### src/rtl/instr_fetch_unit_pkg.sv
// Shared definitions for the instruction fetch unit: next-PC select codes,
// fetch FSM states and the undefined-instruction filler word.
package instr_fetch_unit_pkg;

  localparam logic [1:0] PC_S_INC  = 2'b00;
  localparam logic [1:0] PC_S_BR   = 2'b01;
  localparam logic [1:0] PC_S_ALU  = 2'b10;
  localparam logic [1:0] PC_S_HOLD = 2'b11;

  localparam logic [31:0] INSN_UNDEF = 32'hFFFF_FFFF;

  typedef enum logic {
    ST_IDLE = 1'b0,
    ST_REQ  = 1'b1
  } fetch_state_e;

endpackage

### src/rtl/instr_fetch_unit_pc_next_calc.sv
// Combinational next-PC selection: sequential, branch offset, register
// indirect or hold. All sums wrap modulo 2^32.
module pc_next_calc
  import instr_fetch_unit_pkg::*;
(
  input  logic [31:0] pc,
  input  logic [1:0]  pc_s,
  input  logic [23:0] imm24,
  input  logic [31:0] alu_f,
  output logic [31:0] pc_next
);

  logic [31:0] br_offset;

  // imm24 counts words, so it is sign-extended and scaled to bytes
  assign br_offset = {{6{imm24[23]}}, imm24, 2'b00};

  always_comb begin
    pc_next = pc;
    unique case (pc_s)
      PC_S_INC:  pc_next = pc + 32'd4;
      PC_S_BR:   pc_next = pc + br_offset;
      PC_S_ALU:  pc_next = alu_f & 32'hFFFF_FFFC;
      PC_S_HOLD: pc_next = pc;
      default:   pc_next = pc;
    endcase
  end

endmodule

### src/rtl/instr_fetch_unit.sv
// PC/IR owner fetching instruction words over a variable-latency req/ack
// memory port. Define IF_TIMEOUT_EN to add the fetch timeout watchdog.
module instr_fetch_unit
  import instr_fetch_unit_pkg::*;
#(
  parameter logic [31:0] RESET_PC    = 32'h0000_0000,
  parameter int          TIMEOUT_CYC = 64
) (
  input  logic        clk,
  input  logic        rst,
  input  logic        write_pc,
  input  logic        write_ir,
  input  logic [1:0]  pc_s,
  input  logic [23:0] imm24,
  input  logic [31:0] alu_f,
  output logic        imem_req,
  output logic [31:0] imem_addr,
  input  logic [31:0] imem_rdata,
  input  logic        imem_ack,
  output logic [31:0] I,
  output logic        W_IR_valid,
  output logic [31:0] pc,
  output logic        busy,
  output logic        fetch_err
);

  fetch_state_e state_q, state_d;
  logic [31:0]  pc_q, pc_d;
  logic [31:0]  fetch_addr_q, fetch_addr_d;
  logic [31:0]  ir_q, ir_d;
  logic         valid_q, valid_d;
  logic [31:0]  pc_next;

  pc_next_calc u_pc_next_calc (
    .pc      (pc_q),
    .pc_s    (pc_s),
    .imm24   (imm24),
    .alu_f   (alu_f),
    .pc_next (pc_next)
  );

`ifdef IF_TIMEOUT_EN
  localparam int CntW = $clog2(TIMEOUT_CYC + 1);
  logic [CntW-1:0] cnt_q, cnt_d;
  logic            err_q, err_d;
`endif

  always_ff @(posedge clk) begin
    if (!rst) begin
      state_q      <= ST_IDLE;
      pc_q         <= {RESET_PC[31:2], 2'b00};
      fetch_addr_q <= 32'd0;
      ir_q         <= 32'd0;
      valid_q      <= 1'b0;
`ifdef IF_TIMEOUT_EN
      cnt_q        <= '0;
      err_q        <= 1'b0;
`endif
    end else begin
      state_q      <= state_d;
      pc_q         <= pc_d;
      fetch_addr_q <= fetch_addr_d;
      ir_q         <= ir_d;
      valid_q      <= valid_d;
`ifdef IF_TIMEOUT_EN
      cnt_q        <= cnt_d;
      err_q        <= err_d;
`endif
    end
  end

  // The fetch address is captured from pc_q, so a same-edge PC update never
  // affects the word being fetched.
  always_comb begin
    state_d      = state_q;
    pc_d         = write_pc ? pc_next : pc_q;
    fetch_addr_d = fetch_addr_q;
    ir_d         = ir_q;
    valid_d      = 1'b0;
`ifdef IF_TIMEOUT_EN
    cnt_d        = cnt_q;
    err_d        = err_q;
`endif
    unique case (state_q)
      ST_IDLE: begin
        if (write_ir) begin
          fetch_addr_d = pc_q;
          state_d      = ST_REQ;
`ifdef IF_TIMEOUT_EN
          cnt_d        = '0;
`endif
        end
      end
      ST_REQ: begin
        if (imem_ack) begin
          ir_d    = imem_rdata;
          valid_d = 1'b1;
          state_d = ST_IDLE;
`ifdef IF_TIMEOUT_EN
        end else if (cnt_q == CntW'(TIMEOUT_CYC - 1)) begin
          ir_d    = INSN_UNDEF;
          valid_d = 1'b1;
          err_d   = 1'b1;
          state_d = ST_IDLE;
        end else begin
          cnt_d   = cnt_q + 1'b1;
`endif
        end
      end
      default: state_d = ST_IDLE;
    endcase
  end

  assign imem_req   = (state_q == ST_REQ);
  assign busy       = (state_q == ST_REQ);
  assign imem_addr  = fetch_addr_q;
  assign I          = ir_q;
  assign W_IR_valid = valid_q;
  assign pc         = pc_q;
`ifdef IF_TIMEOUT_EN
  assign fetch_err  = err_q;
`else
  assign fetch_err  = 1'b0;
`endif

endmodule
### config.mk
export PLATFORM = sky130hd
export DESIGN_NAME = instr_fetch_unit
export DESIGN_NICKNAME = d
export VERILOG_FILES = /design/src/rtl/instr_fetch_unit_pkg.sv /design/src/rtl/instr_fetch_unit_pc_next_calc.sv /design/src/rtl/instr_fetch_unit.sv
export SDC_FILE = /design/constraint.sdc
export NUM_CORES = 1
export LEC_CHECK = 0
export BUFFER_PORTS_ARGS = -buffer_cell sky130_fd_sc_hd__buf_2
export CORE_ASPECT_RATIO = 1.25
export CORE_MARGIN = 5
export CORE_UTILIZATION = 49
export CTS_CLUSTER_DIAMETER = 80
export DETAILED_ROUTE_END_ITERATION = 8
export HOLD_SLACK_MARGIN = 0.15
export PLACE_DENSITY = 0.8
export SLEW_MARGIN = 30
export SYNTH_ARGS = -nofsm -noshare
export SYNTH_HDL_FRONTEND = slang
export SYNTH_SLANG_ARGS = --single-unit
### constraint.sdc
create_clock -name clk -period 4.3 [get_ports clk]
set_input_delay 1.075 -clock clk [delete_from_list [all_inputs] [get_ports clk]]
set_output_delay 1.075 -clock clk [all_outputs]
set_load 0.05 [all_outputs]
* After elaboration in Yosys (flattened, before gate mapping) *
Index checks and enable logic that the tools add are counted.

cells by class
  reduce and logical (&&, ||, !) cells = 5
  add/subtract/negate cells = 2
  eq/ne operators = 3
  bitwise gates (word level) = 2
  muxes and demuxes = 5

operator list
  kind                                                                   count
  32-bit one-hot mux with 3 select lines                                 1
  32-bit by 3-bit adder with 32-bit output, second input constant        1
  32-bit adder                                                           1
  2-bit AND reduction                                                    4
  2-bit equality test, second input constant                             2
  1-bit 2-to-1 mux                                                       3
  2-bit by 1-bit equality test with 1-bit output, second input constant  1
  2-bit zero test                                                        1
  1-bit NOT                                                              2
  1-bit one-hot mux with 2 select lines                                  1

storage, ports and cells
  register bits = 98
  logic and storage cells = 22

* Depth between registers and ports, before layout *
  depth after elaboration = 3
  gate-level depth with buffers = 14
  mapped depth without buffers = 13

* Cells and area by module *
From an unflattened synthesis, not the netlist that was laid out.

unflattened totals
  cell total of the unflattened synthesis = 758
  area total of the unflattened synthesis = 6279.8 µm²

by module, submodules not included
  module            area each (µm²)  sequential area each (µm²)  instances  cells each
  instr_fetch_unit  3847.4           1961.9                      1          399
  pc_next_calc      2432.3           0.0                         1          359

* Worst setup path after synthesis *
OpenSTA, ideal clock, no wires.

  path type = input to register
  start = in pc_s[0]
  end = reg pc_q[31], in the netlist pc[31]
  buffers on the path = 1
  setup time = 77 ps
  arrival = 3706 ps
  stages = 13
  slack = 517 ps
  cell sequence = nor2b_1 > clkbuf_1 > and2_1 > ha_1 > a21oi_1 > o21ai_0 > a311oi_1 > nand2_1 > o31ai_1 > a21oi_2 > xnor2_1 > or4_1 > a41oi_2

between the ends
  cells in the longest elaborated chain, start to end = 3
  elaborated cells on any way between the ends = 7
  those cells by class = 3 x eq/ne; 1 x mux; 1 x bitwise; 2 x reduce/logical

ends and longest elaborated chain
  what                                                                                            line                    text
  start: declaration                                                                              instr_fetch_unit.sv:13  input logic [1:0] pc_s,
  parallel branches: the longest is 3 deep, another holds 32-bit one-hot mux with 3 select lines  --
  end signal: assignment                                                                          instr_fetch_unit.sv:51  pc_q <= {RESET_PC[31:2], 2'b00};
  end signal: assignment                                                                          instr_fetch_unit.sv:61  pc_q <= pc_d;
  end: declaration                                                                                instr_fetch_unit.sv:28  logic [31:0] pc_q, pc_d;

Several ways; the timed one is not identified.
A chain may end at the register's enable or synchronous reset.

* Final worst setup path *
  start = in pc_s[1]
  end = reg pc_q[31], in the netlist pc[31]

The elaborated chain is that of the path after synthesis.

==> results.toml <==
[floorplanning]
die_x_um = 100
coreArea_um2 = 10100
die-area_um2 = 12400
core.rowCount = 41
die_h_um = 123
io_pins = 195
start_util_pct = 49.8

[worst_setup_path]
path_class = "in2reg"
endpoint_kind = "register"
crit_arrival_ns = 4.08
critPathLaunchType = "input pin"
r2r_slack_ns = 1.40
crit_required_ns = 4.57
crit_path_max_fanout = 24

[timing]
worst_pin_slew_ns = 0.846
slew_violations = 0
setup-tns-final_ns = 0
finalHoldViolCount = 0
slew_headroom_pct = 43.5
period_needed_ns = 3.81
skew_ns = 0.00732
setup_viol = 0
rsz0062_at_grt = "no"
max_freq_mhz = 263
timing.final.crit_share_pct = 88.6

[logic_synthesis]
yosysWarnings = 0
synth_top_area_share_pct = 37.6
synth_area_leaders = "dfxtp_1 38%, nand2_1 8.9%, ha_1 7.2%, a21oi_1 6.9%, a22o_1 5.6%"
yosysSeqAreaShare_pct = 37.6
synth_ff_type = "dfxtp_1"
synth_area_um2 = 5010
avgSynthCellArea_um2 = 8.18
synth-seq-cells = 94
synth_top_cell_by_area = "dfxtp_1"
synth_edf_count = 0
async_flop_share_pct = 0
syn_inst = 612
ys_types = 50

[clock_tree]
clk_root_buffer_cell = "clkbuf_16"
htreeDepth = 3
ctsHoldBuffers = 0
cts_max_path_buffers = 2
path_clk_slew_ns = 0.07
cts_tree = "done"
clock-sinks = 94
cts.repair.resized = 0
postCtsSetupRepairBufs = 0
cts_buffers = 9
clk_latency_ns = 0.34

[routing]
vias_per_cell = 5.58
final_antenna_net_count = 0
vias = 5084
wl_per_cell_um = 16.7
routed_wl_um = 15200
first_pass_iters = 7
drc = 0
drt-initial-drc-count = 267

[grt]
use_met1_pct = 30.4
grt-ovfl-total = 0
grt_pass1_vias = 4803
grt.met2_usage_pct = 39.2
grt_use_total_pct = 23.6
grt_max_degree = 53
top_usage_layer = "met2"
use_met3_pct = 3.56
grt_pass1_wl_um = 23200
antenna_found_initial = 0

[placement]
gp_congestion = 0.975
dp_cells = 895
hpwl_um = 11500
portBuffers = 187
dpl-instance-area_um2 = 6000

[run]
maxCapViolations = 0

[finish]
final_cells = 911
fill_cells = 913
final_area_um2 = 6290
layout-drive-gt1-share_pct = 28.3
area_growth_pct = 25.6
finalNetCount = 902
num_antenna_cells = 0

[power_and_ir_drop]
power_frac_clock_pct = 33.3
switchingPower_mw = 0.772
sw_frac_of_total_pct = 34.3
vdd.ir_drop.worst_mv = 0.181
power_density_nw_per_um2 = 358
pwr-share-seq_pct = 42.7
leakagePower_nw = 3.09
p_comb_share_pct = 24.1
p_int_mw = 1.48

[status]
outcome = "finished, final reports clean"

[worst_hold_path]
holdCritPathClass = "reg2reg"
## metal layers
layer  wire length, µm  part of all wire [%]  vias up
met1              6530                    43     2340
met4               445                   2.9        0
met5                 0                     0        -
li1                  -                     -     2496
met3              1150                   7.5       34
met2              7090                    47      214
## path summary, 6_finish.rpt
check                                      to           from  depth (start not counted)
worst min register to register  imem_addr[14]  imem_addr[14]                          2
worst min-delay path            imem_addr[14]  imem_addr[14]                          2
worst max-delay path                   pc[31]        pc_s[1]                         14
worst max register to register         pc[31]         pc[10]                         10
## registers in the layout, summed over array words and instances (netlist names)
name	flops
pc	30
W_IR_valid	1
imem_addr	30
I	32
busy	1
## metrics by stage
step	setup WS, ns	power, mW	hold WS (ns)	utilization [%]
2_1_floorplan	0.517	1.37	0.675	-
3_3_place_gp	0.194	1.51	0.442	59.6
3_5_place_dp	0.186	1.52	0.445	59.7
4_1_cts	0.533	2.27	0.453	62.5
5_1_grt	0.287	2.34	0.472	62.5
6_report	0.492	2.25	0.454	62.5
## cells in the final DEF (no fill, tap or decap), types with 6 or more instances in the layout
| cell | count |
|---|---|
| o21ai_0 | 29 |
| a221oi_1 | 10 |
| buf_2 | 187 |
| a22o_1 | 32 |
| nand3_1 | 10 |
| a31oi_1 | 6 |
| and2_1 | 25 |
| a21oi_1 | 68 |
| dfxtp_1 | 94 |
| nand2b_1 | 6 |
| xnor2_1 | 11 |
| a311oi_1 | 8 |
| a21o_1 | 18 |
| ha_1 | 29 |
| nand2_1 | 119 |
| clkbuf_16 | 9 |
| xor2_1 | 13 |
| nor2_1 | 26 |
## critical path, stage by stage
cell      delay (ns)
buf_2           0.13
nor2b_1         0.20
buf_12          0.18
and2_1          0.13
ha_1            0.28
a21oi_1         0.14
o21ai_0         0.15
a311oi_1        0.38
nand2_1         0.19
o31ai_1         0.39
a21oi_2         0.10
xnor2_1         0.15
or4_1           0.42
a41oi_2         0.16
## synth_stat cells (3+ instances only)
cell type / number
o21bai_1: 3
nand2_1: 119
nand2b_1: 7
nand3_1: 10
a21o_1: 18
and3_1: 4
nor2_1: 26
a211oi_1: 4
xnor2_1: 11
ha_1: 29
o21ai_1: 3
clkbuf_1: 32
nand4_1: 5
o211ai_1: 3
nor2b_1: 7
inv_1: 3
a21oi_1: 69
and2_1: 25
a22o_1: 32
a221oi_1: 10
o21ai_0: 29
a21oi_2: 3
buf_4: 6
xor2_1: 13
o21a_1: 3
a311oi_1: 8
dfxtp_1: 94
buf_2: 4
a31oi_1: 6
## power groups by stage
stage               Combinational [mW]  Clock, mW  Sequential (mW)
finish                           0.542      0.749            0.961
floorplan                        0.239          0             1.13
detailed placement               0.538          0            0.980
global placement                 0.529          0            0.978
CTS                              0.541      0.765            0.960
global route                     0.583      0.796            0.965
## logic make-up (layout without fill, tap and decap cells)
| family | after synthesis | in the layout | synth area share [%] |
|---|---|---|---|
| multiplexers | 1 | 1 | 0.200 |
| adder cells (fa/ha/maj) | 30 | 30 | 7.64 |
| AND/OR/NAND/NOR | 210 | 210 | 18.9 |
| flip-flops | 94 | 94 | 37.6 |
| other | 1 | 5 | 0.0749 |
| buffers and inverters | 47 | 213 | 4.07 |
| AO/OA/AOI/OAI | 205 | 205 | 27.4 |
| XOR/XNOR | 24 | 24 | 4.20 |
## final cells by class
cell class | count | area, µm² | share of cell area [%]
flip-flops and latches | 94 | 1880 | 29.9
well taps | 129 | 161 | 2.57
repair buffers | 193 | 993 | 15.8
clock inverters | 7 | 56.3 | 0.895
clock buffers | 9 | 225 | 3.58
multi-input cells | 475 | 2960 | 47.0
inverters | 4 | 15.0 | 0.239
Note: power is estimated with default switching activity, not from simulation.
